## src/rtl/rgb_encoder_pkg.sv

```systemverilog
// Shared definitions for the RGB -> 3-bit colour-code encoder.
//   color_e : the eight palette codes, bit 2 = R, bit 1 = G, bit 0 = B
//   *_BIT   : position of each channel inside a colour code
//   code_t  : one quantised pixel as carried through the pipeline
package rgb_encoder_pkg;

  typedef enum logic [2:0] {
    COLOR_BLACK   = 3'b000,
    COLOR_BLUE    = 3'b001,
    COLOR_GREEN   = 3'b010,
    COLOR_CYAN    = 3'b011,
    COLOR_RED     = 3'b100,
    COLOR_MAGENTA = 3'b101,
    COLOR_YELLOW  = 3'b110,
    COLOR_WHITE   = 3'b111
  } color_e;

  localparam int R_BIT = 2;
  localparam int G_BIT = 1;
  localparam int B_BIT = 0;

  localparam logic [7:0] THRESH_DEFAULT = 8'h80;

  typedef struct packed {
    logic [2:0] color;  // quantised code
    logic       exact;  // every channel was 8'h00 or 8'hFF
  } code_t;

endpackage

```

## src/rtl/rgb_quant_chan.sv

```systemverilog
// Quantises one 8-bit colour channel.
//   i_chan    : channel value (unsigned)
//   o_bit     : 1 when i_chan >= THRESH
//   o_extreme : 1 when i_chan is exactly 8'h00 or 8'hFF
module rgb_quant_chan #(
  parameter logic [7:0] THRESH = 8'h80
) (
  input  logic [7:0] i_chan,
  output logic       o_bit,
  output logic       o_extreme
);

  assign o_bit     = (i_chan >= THRESH);
  assign o_extreme = (i_chan == 8'h00) | (i_chan == 8'hFF);

endmodule

```

## src/rtl/rgb_encoder.sv

```systemverilog
// Streaming RGB888 -> 3-bit colour-code encoder with a two-stage
// valid/ready pipeline and a saturating count of non-palette pixels.
//   clk, rst      : clock, asynchronous active-high reset
//   enable        : 0 freezes intake and the stage A -> B move
//   in_rgb        : {R[23:16], G[15:8], B[7:0]}
//   in_valid/in_ready   : input handshake
//   out_color/out_exact : quantised code and palette-exact flag
//   out_valid/out_ready : output handshake
//   cnt_clr       : synchronous clear of mismatch_cnt (wins over increment)
//   mismatch_cnt  : saturating count of emitted pixels with out_exact = 0
module rgb_encoder
  import rgb_encoder_pkg::*;
#(
  parameter logic [7:0] THRESH = THRESH_DEFAULT,
  parameter int         CNT_W  = 16
) (
  input  logic             clk,
  input  logic             rst,
  input  logic             enable,
  input  logic [23:0]      in_rgb,
  input  logic             in_valid,
  output logic             in_ready,
  output logic [2:0]       out_color,
  output logic             out_exact,
  output logic             out_valid,
  input  logic             out_ready,
  input  logic             cnt_clr,
  output logic [CNT_W-1:0] mismatch_cnt
);

  logic [2:0] w_color;
  logic [2:0] w_extreme;
  code_t      w_code;

  rgb_quant_chan #(.THRESH(THRESH)) u_quant_r (
    .i_chan    (in_rgb[23:16]),
    .o_bit     (w_color[R_BIT]),
    .o_extreme (w_extreme[R_BIT])
  );

  rgb_quant_chan #(.THRESH(THRESH)) u_quant_g (
    .i_chan    (in_rgb[15:8]),
    .o_bit     (w_color[G_BIT]),
    .o_extreme (w_extreme[G_BIT])
  );

  rgb_quant_chan #(.THRESH(THRESH)) u_quant_b (
    .i_chan    (in_rgb[7:0]),
    .o_bit     (w_color[B_BIT]),
    .o_extreme (w_extreme[B_BIT])
  );

  assign w_code = {w_color, &w_extreme};

  // Pipeline state: stage A holds the freshly quantised pixel, stage B
  // is the output register seen by the consumer.
  logic             r_a_valid;
  code_t            r_a_code;
  logic             r_b_valid;
  code_t            r_b_code;
  logic [CNT_W-1:0] r_cnt;

  logic w_in_xfer;
  logic w_out_xfer;
  logic w_a_move;
  logic w_cnt_inc;

  // A may advance when B is empty or is being drained this cycle; A can
  // then accept a new pixel in the same cycle, giving 1 pixel/cycle.
  assign w_a_move   = enable & r_a_valid & (~r_b_valid | out_ready);
  assign in_ready   = enable & ~rst & (~r_a_valid | w_a_move);
  assign w_in_xfer  = in_valid & in_ready;
  assign w_out_xfer = r_b_valid & out_ready;
  assign w_cnt_inc  = w_out_xfer & ~r_b_code.exact & (r_cnt != {CNT_W{1'b1}});

  // NOTE: state registers use non-blocking assignments so every register
  // samples pre-edge values, independent of block ordering.
  always_ff @(posedge clk or posedge rst) begin
    if (rst) begin
      r_a_valid <= 1'b0;
      r_a_code  <= '0;
    end else if (w_in_xfer) begin
      r_a_valid <= 1'b1;
      r_a_code  <= w_code;
    end else if (w_a_move) begin
      r_a_valid <= 1'b0;
    end
  end

  always_ff @(posedge clk or posedge rst) begin
    if (rst) begin
      r_b_valid <= 1'b0;
      r_b_code  <= '{color: COLOR_BLACK, exact: 1'b0};
    end else if (w_a_move) begin
      r_b_valid <= 1'b1;
      r_b_code  <= r_a_code;
    end else if (w_out_xfer) begin
      r_b_valid <= 1'b0;
    end
  end

  always_ff @(posedge clk or posedge rst) begin
    if (rst) begin
      r_cnt <= '0;
    end else if (cnt_clr) begin
      r_cnt <= '0;
    end else if (w_cnt_inc) begin
      r_cnt <= r_cnt + CNT_W'(1);
    end
  end

  assign out_valid    = r_b_valid;
  assign out_color    = r_b_code.color;
  assign out_exact    = r_b_code.exact;
  assign mismatch_cnt = r_cnt;

endmodule
```

## config.mk

```make
export PLATFORM = sky130hd
export DESIGN_NAME = rgb_encoder
export DESIGN_NICKNAME = d
export VERILOG_FILES = /design/src/rtl/rgb_encoder_pkg.sv /design/src/rtl/rgb_quant_chan.sv /design/src/rtl/rgb_encoder.sv
export SDC_FILE = /design/constraint.sdc
export NUM_CORES = 1
export LEC_CHECK = 0
export CORE_MARGIN = 3
export CORE_UTILIZATION = 44
export CTS_CLUSTER_DIAMETER = 30
export DETAILED_ROUTE_END_ITERATION = 16
export GPL_TIMING_DRIVEN = 0
export PLACE_DENSITY = 0.8
export SETUP_SLACK_MARGIN = 0.5
export SLEW_MARGIN = 25
export SYNTH_ARGS = -nofsm -noshare
export SYNTH_HDL_FRONTEND = slang
export SYNTH_SLANG_ARGS = --single-unit
```

## constraint.sdc

```tcl
create_clock -name clk -period 2.2 [get_ports clk]
set_clock_uncertainty 0.15 [all_clocks]
set_input_delay 0.44 -clock clk [delete_from_list [all_inputs] [get_ports clk]]
set_output_delay 0.44 -clock clk [all_outputs]
set_load 0.02 [all_outputs]
```

==> summary.txt, run 1 <==
Synth
  – Syn Nets: between 150 and 200
  – Yosys warns: 0
  – Syn Std Cell Area: approximately 1400 sq um
  – Most instantiated flip-flop cell in the synthesis netlist: dfrtp_1
  – Flops & latches, synth: 26
  – Top cells by count, synth: 26 x dfrtp_1, 14 x a21oi_1, 10 x nand4_1, 10 x nor2_1, 9 x mux2_2
  – Number of enable-type register cells in the synthesized netlist: 0
  – Post-Syn Instances: ~140
  – Most common cell in the synthesized netlist: dfrtp_1
  – Share of async-settable or async-resettable flops after synthesis: 100%
  – Proportion of synthesized chip area in sequential cells: between 40% and 50%
  – Average size of a mapped cell: 9.94 sq um
  – Fraction of post-synthesis cell area in the top cell type by area: between 40% and 50%
  – Count of distinct cell types in the synthesized netlist: 36
  – Area leader, netlist: dfrtp_1
  – Top cells by area in the synthesized netlist: dfrtp_1 46%, mux2_2 7.2%, a21oi_1 5.0%

Layout
  – Inserted Diodes: 0
  – Area growth syn-to-layout: 70.2%
  – Final-stage net count: between 200 and 300
  – Share of final-layout standard cells stronger than drive strength 1: 47.1%
  – Share of the core filled with cells in the final layout: between 80% and 90%
  – # fillers: 174

Power
  – VDD IR-drop max: around 0.32 mV
  – Power density cells: between 500 and 600 nW/um^2
  – P_leak: between 0.001 and 0.0015 uW

Setup path
  – Cell family contributing the most delay on the critical path: simple AND/OR/NAND/NOR gates
  – Crit path capture type: flop
  – Worst setup path class: reg2reg
  – Maximum fanout along the worst path: 5
  – Critical Path RT: roughly 2.3 ns
  – Kind of launch point of the worst setup path: flop
  – Data arrival time of the worst path: about 2.1 ns
  – List of cells traversed by the critical path: nand3b_1, buf_6, or3_4, or4_1, a21oi_1
  – Max stage delay cell, worst path: dfrtp_2
  – CP Buf/Inv Count: 1
  – Largest stage delay on the critical path: 0.43 ns

Timing
  – Post-route fraction of the period consumed by the critical path: 91.9%
  – Timing-limited maximum frequency: a little under 0.5 GHz
  – Post-route minimum period: 2.02 ns
  – Total negative slack: 0 ns
  – Worst relative slew slack: between 60% and 70%
  – Hold Vio Cnt, Final: 0
  – Post-route worst hold slack: between 0.03 and 0.04 ns
  – Pin slew with the least headroom to its limit: just under 0.6 ns
  – Final setup violation count: 0
  – Count of pins over their slew limit: 0
  – RSZ-0062 raised after global routing: true

CTS
  – Buffer type at the clock tree root: clkbuf_4
  – H-tree level count: 1
  – Number of buffers inserted during clock tree synthesis: 3
  – Clock latency of the later-clocked register in the worst-skew pair: about 0.34 ns
  – Total clock sinks: 26
  – CTS tree: yes
  – Clock-pin slew of the registers on the worst-case setup and hold paths: about 0.15 ns
  – Clock buffer depth: 2

Place
  – Half-perimeter wire length after detailed placement: 2790 um
  – Number of buffers inserted by port buffering: 50
  – Placer's final routability congestion estimate: 0.831

Routing
  – Iteration-0 DRC count of the detailed router: 124
  – First-pass iteration count of the detailed router: 4
  – Remaining antenna violation count: 0
  – Count of unresolved DRC violations after routing: 0
  – Via-to-Cell Ratio: 6.04
  – Via Count: approximately 1600
  – Routed WL per cell: 18.0 um
  – Post-detailed-routing wire length: between 4000 and 5000 um

GRT
  – First-pass GRT wire length: approximately 7000 um
  – Maximum number of pins on one net before global-route repair: 27
  – Via count of the first global-routing pass: 1600
  – Residual overflow from global routing: 0
  – Antenna violations before repair: 0
  – Global router's overall resource usage: a little over a fifth

Outcome
  – Outcome: finished clean

Die
  – Row Count: 19
  – Initial Util: 48.7%
  – Floorplan Core Area: roughly 2900 sq um
  – Overall die height: 62.6 um
  – Chip Width: ~63 um
  – Top-level port count: 52
  – DIE AREA: roughly 4000 sq um

Min path
  – HP Class: in2async

Job
  – Number of violations of the max-capacitance limit: 0
-- timing repair --
action / in CTS / in global routing
hold buffers: 0 / 0
cloned: 0 / 0
pin swaps: 10 / 18
setup buffers: 20 / 11
setup endpoints to repair: 38 / 34
resized for setup: 62 / 48
-- worst paths after layout --
kind                        startpoint          endpoint  slack, ns  depth (start not counted)
min reg2reg                r_a_code[2]       r_a_code[2]       0.37                          1
max reg2reg                  out_exact   mismatch_cnt[9]       0.18                          5
min                                rst      out_color[0]       0.04                          2
max                          out_exact   mismatch_cnt[9]       0.18                          5
max in group asynchronous          rst  mismatch_cnt[13]       1.47                          2
min in group clk               cnt_clr  mismatch_cnt[13]       0.18                          2
-- placed cells by master, fill, tap and decap left out, types with 5 or more instances in the layout --
cell	instances
dfrtp_1	11
buf_4	25
nor2_1	9
dfrtp_2	15
nand2_1	7
nand4_1	10
nor4_1	7
mux2_2	9
clkdlybuf4s50_1	25
a21oi_2	5
a21oi_1	9
buf_6	12
clkbuf_2	9
-- routing by layer --
| metal | vias up | global-route usage (%) | part of all wire [%] |
|---|---|---|---|
| li1 | 727 | - | - |
| met1 | 787 | 22.9 | 35 |
| met2 | 103 | 42.6 | 54 |
| met3 | 7 | 4.14 | 9.3 |
| met4 | 0 | 7.44 | 1.2 |
| met5 | - | 0 | 0 |
-- power breakdown --
| group | switching, uW | internal (uW) |
|---|---|---|
| registers | 46.7 | 539 |
| logic | 177 | 190 |
| clock network | 155 | 102 |
| total | 379 | 830 |
-- registers in the layout, indices dropped and copies added, names as in the netlist --
| register | flops |
|---|---|
| mismatch_cnt | 16 |
| r_a_code | 4 |
| out_color | 3 |
| out_exact | 1 |
| out_valid | 1 |
| r_a_valid | 1 |
-- through the flow --
step / area [sq um] / setup WS [ns] / std cells / total power (uW)
finish: 2400 / 0.178 / 269 / 1210
global route: 2400 / 0.134 / 269 / 1260
CTS: 2220 / 0.206 / 258 / 1160
detailed placement: 2040 / -0.202 / 234 / 934
global placement: 2040 / -0.185 / 234 / 916
floorplan: 1480 / 0.303 / 142 / 755
-- logic make-up (layout without fill, tap and decap cells) --
| logic type | Yosys count | in the layout | share of synthesized area, % |
|---|---|---|---|
| buf+inv | 6 | 91 | 1.86 |
| compound gates | 30 | 30 | 13.0 |
| mux | 10 | 10 | 7.89 |
| flops | 26 | 26 | 46.1 |
| fa+ha+maj | 1 | 1 | 0.886 |
| xor+xnor | 1 | 1 | 0.621 |
| simple gates | 68 | 68 | 29.6 |
-- final cells by class --
type                       count  area [sq um]  area share [%]
buffer                         3          26.3            1.09
clock buffer                   4          36.3            1.51
inverter                       3          11.3           0.469
multi-input combinational    110           887            36.9
sequential                    26           669            27.9
tap                           42          52.6            2.19
timing repair buffer          81           719            29.9
Power figures use the tool's default switching activity.
==> run 2, diff against run 1 <==
--- a/config.mk
+++ b/config.mk
@@ -12,6 +12,7 @@
 export GPL_TIMING_DRIVEN = 0
 export PLACE_DENSITY = 0.8
 export SETUP_SLACK_MARGIN = 0.5
+export SKIP_LAST_GASP = 1
 export SLEW_MARGIN = 25
 export SYNTH_ARGS = -nofsm -noshare
 export SYNTH_HDL_FRONTEND = slang
==> results of run 2 <==
The final DEF is identical to that of run 1; final timing and power are the same.
==> run 3, diff against run 2 <==
--- a/config.mk
+++ b/config.mk
@@ -17,3 +17,4 @@
 export SYNTH_ARGS = -nofsm -noshare
 export SYNTH_HDL_FRONTEND = slang
 export SYNTH_SLANG_ARGS = --single-unit
+export TNS_END_PERCENT = 50
==> summary.txt, run 3 (synthesis gave the netlist of run 1 again) <==
Outcome
  – Outcome: finished clean

GRT
  – Residual overflow from global routing: 0
  – Global router's overall resource usage: between 10% and 20%
  – Via count of the first global-routing pass: 1429
  – First-pass GRT wire length: approximately 6400 um
  – Antenna violations before repair: 0
  – Maximum number of pins on one net before global-route repair: 27

Layout
  – Most frequent cells in the layout: 26 x clkdlybuf4s50_1, 17 x buf_4, 14 x dfrtp_2
  – Share of final-layout standard cells stronger than drive strength 1: 32.4%
  – # fillers: roughly 200
  – Final cell count without fillers: between 200 and 300
  – Area growth syn-to-layout: 60.2%
  – Final-stage net count: ~250
  – Multi-input gate area: 821 sq um
  – Final Instance Area: roughly 2300 sq um
  – Inserted Diodes: 0
  – Reg area: approximately 670 sq um
  – Most common cell after layout, fill and taps aside: clkdlybuf4s50_1
  – Number of flip-flops in the largest register: 16

Power
  – Power density cells: just over 500 nW/um^2
  – VDD IR-drop max: ~0.32 mV
  – Post-layout total power: 1160 uW
  – P_leak: approximately 0.001 uW

Routing
  – Post-detailed-routing wire length: 3830 um
  – Iteration-0 DRC count of the detailed router: ~110
  – Remaining antenna violation count: 0
  – Via-to-Cell Ratio: 5.74
  – Count of unresolved DRC violations after routing: 0
  – Routed WL per cell: approximately 15 um
  – Via Count: ~1500
  – First-pass iteration count of the detailed router: 4

Setup path
  – Critical Path RT: between 2 and 2.5 ns
  – Start of the worst register-to-register path: out_exact
  – Maximum fanout along the worst path: 10
  – Worst setup path class: reg2reg
  – Data arrival time of the worst path: around 2.0 ns
  – Crit path capture type: flop
  – Internal reg-to-reg setup slack: approximately 0.27 ns
  – Launch point of the critical path: out_exact
  – Kind of launch point of the worst setup path: flop

Place
  – Half-perimeter wire length after detailed placement: between 2000 and 3000 um
  – Number of cells after detailed placement: ~230
  – Number of buffers inserted by port buffering: 50
  – Cell area reported after detailed placement: 2040 sq um
  – Post-placement worst setup slack: -0.189 ns
  – Placer's final routability congestion estimate: 0.792

Timing
  – Count of pins over their slew limit: 0
  – Final setup violation count: 0
  – Post-route worst hold slack: 0.0465 ns
  – Pin slew with the least headroom to its limit: between 0.5 and 0.6 ns
  – Post-route fraction of the period consumed by the critical path: just under 90%
  – Post-layout worst setup margin: about 0.27 ns
  – Hold Vio Cnt, Final: 0
  – Worst relative slew slack: a little over three fifths
  – RSZ-0062 raised after global routing: true
  – Timing-limited maximum frequency: a little over 0.5 GHz
  – Post-route minimum period: roughly 1.9 ns

CTS
  – H-tree level count: 1
  – CTS tree: yes
  – Clock-pin slew of the registers on the worst-case setup and hold paths: approximately 0.15 ns
  – Total clock sinks: 26
  – Number of buffers inserted during clock tree synthesis: 3
  – Buffer type at the clock tree root: clkbuf_4
  – Cts hold-fix bufs: 0
  – Clock buffer depth: 2
  – Clock latency of the later-clocked register in the worst-skew pair: 0.32 ns

Die
  – Overall die height: approximately 63 um
  – Floorplan Core Area: between 2000 and 3000 sq um
  – Initial Util: between 40 and 50%
  – Row Count: 19
  – DIE AREA: 3920 sq um
  – Top-level port count: 52
  – Chip Width: 62.6 um

Job
  – Number of violations of the max-capacitance limit: 0

Min path
  – HP Class: in2async
[run 3: final timing paths]
| check | to | cells after the start |
|---|---|---|
| max reg2reg | mismatch_cnt[3] | 5 |
| min in group clk | mismatch_cnt[13] | 2 |
| max in group asynchronous | mismatch_cnt[8] | 2 |
| min | r_a_code[3] | 2 |
| max | mismatch_cnt[3] | 5 |
| min reg2reg | out_color[0] | 1 |
[run 3: area by class of cell]
cell class,count,area share (%)
sequential,26,29.6
tap,42,2.32
buffer,3,1.11
inverter,3,0.498
timing repair buffer,67,28.6
multi-input combinational,110,36.3
clock buffer,4,1.60
[run 3: worst max-delay path, cell delays in order (launching register included)]
cell	delay (ns)
dfrtp_2	0.44
nand3b_1	0.20
buf_6	0.15
clkbuf_8	0.15
or4_2	0.63
a21oi_1	0.15
[run 3: report_power, final]
part | switching [uW] | internal (uW)
sequential | 37.6 | 539
combinational | 159 | 182
clock | 141 | 101
[run 3: timing repair]
item / in CTS / in global routing
pin swaps: 3 / 7
cloned: 0 / 0
endpoints found under the setup margin: 42 / 39
resized for setup: 42 / 15
setup buffers: 11 / 6
[run 3: layer usage]
| metal | up-vias | global-route usage, % | wire, um |
|---|---|---|---|
| li1 | 696 | - | - |
| met1 | 718 | 22.8 | 1510 |
| met2 | 44 | 36.1 | 2030 |
| met3 | 6 | 4.32 | 244 |
| met4 | 0 | 4.96 | 39 |
| met5 | - | 0 | 0 |
[run 3: stage by stage]
step	setup TNS, ns	utilization (%)
6_report	0	78.0
5_1_grt	0	78.0
4_1_cts	0	74.8
3_5_place_dp	-1.38	70.2
3_3_place_gp	-1.11	70.2
2_1_floorplan	0	-
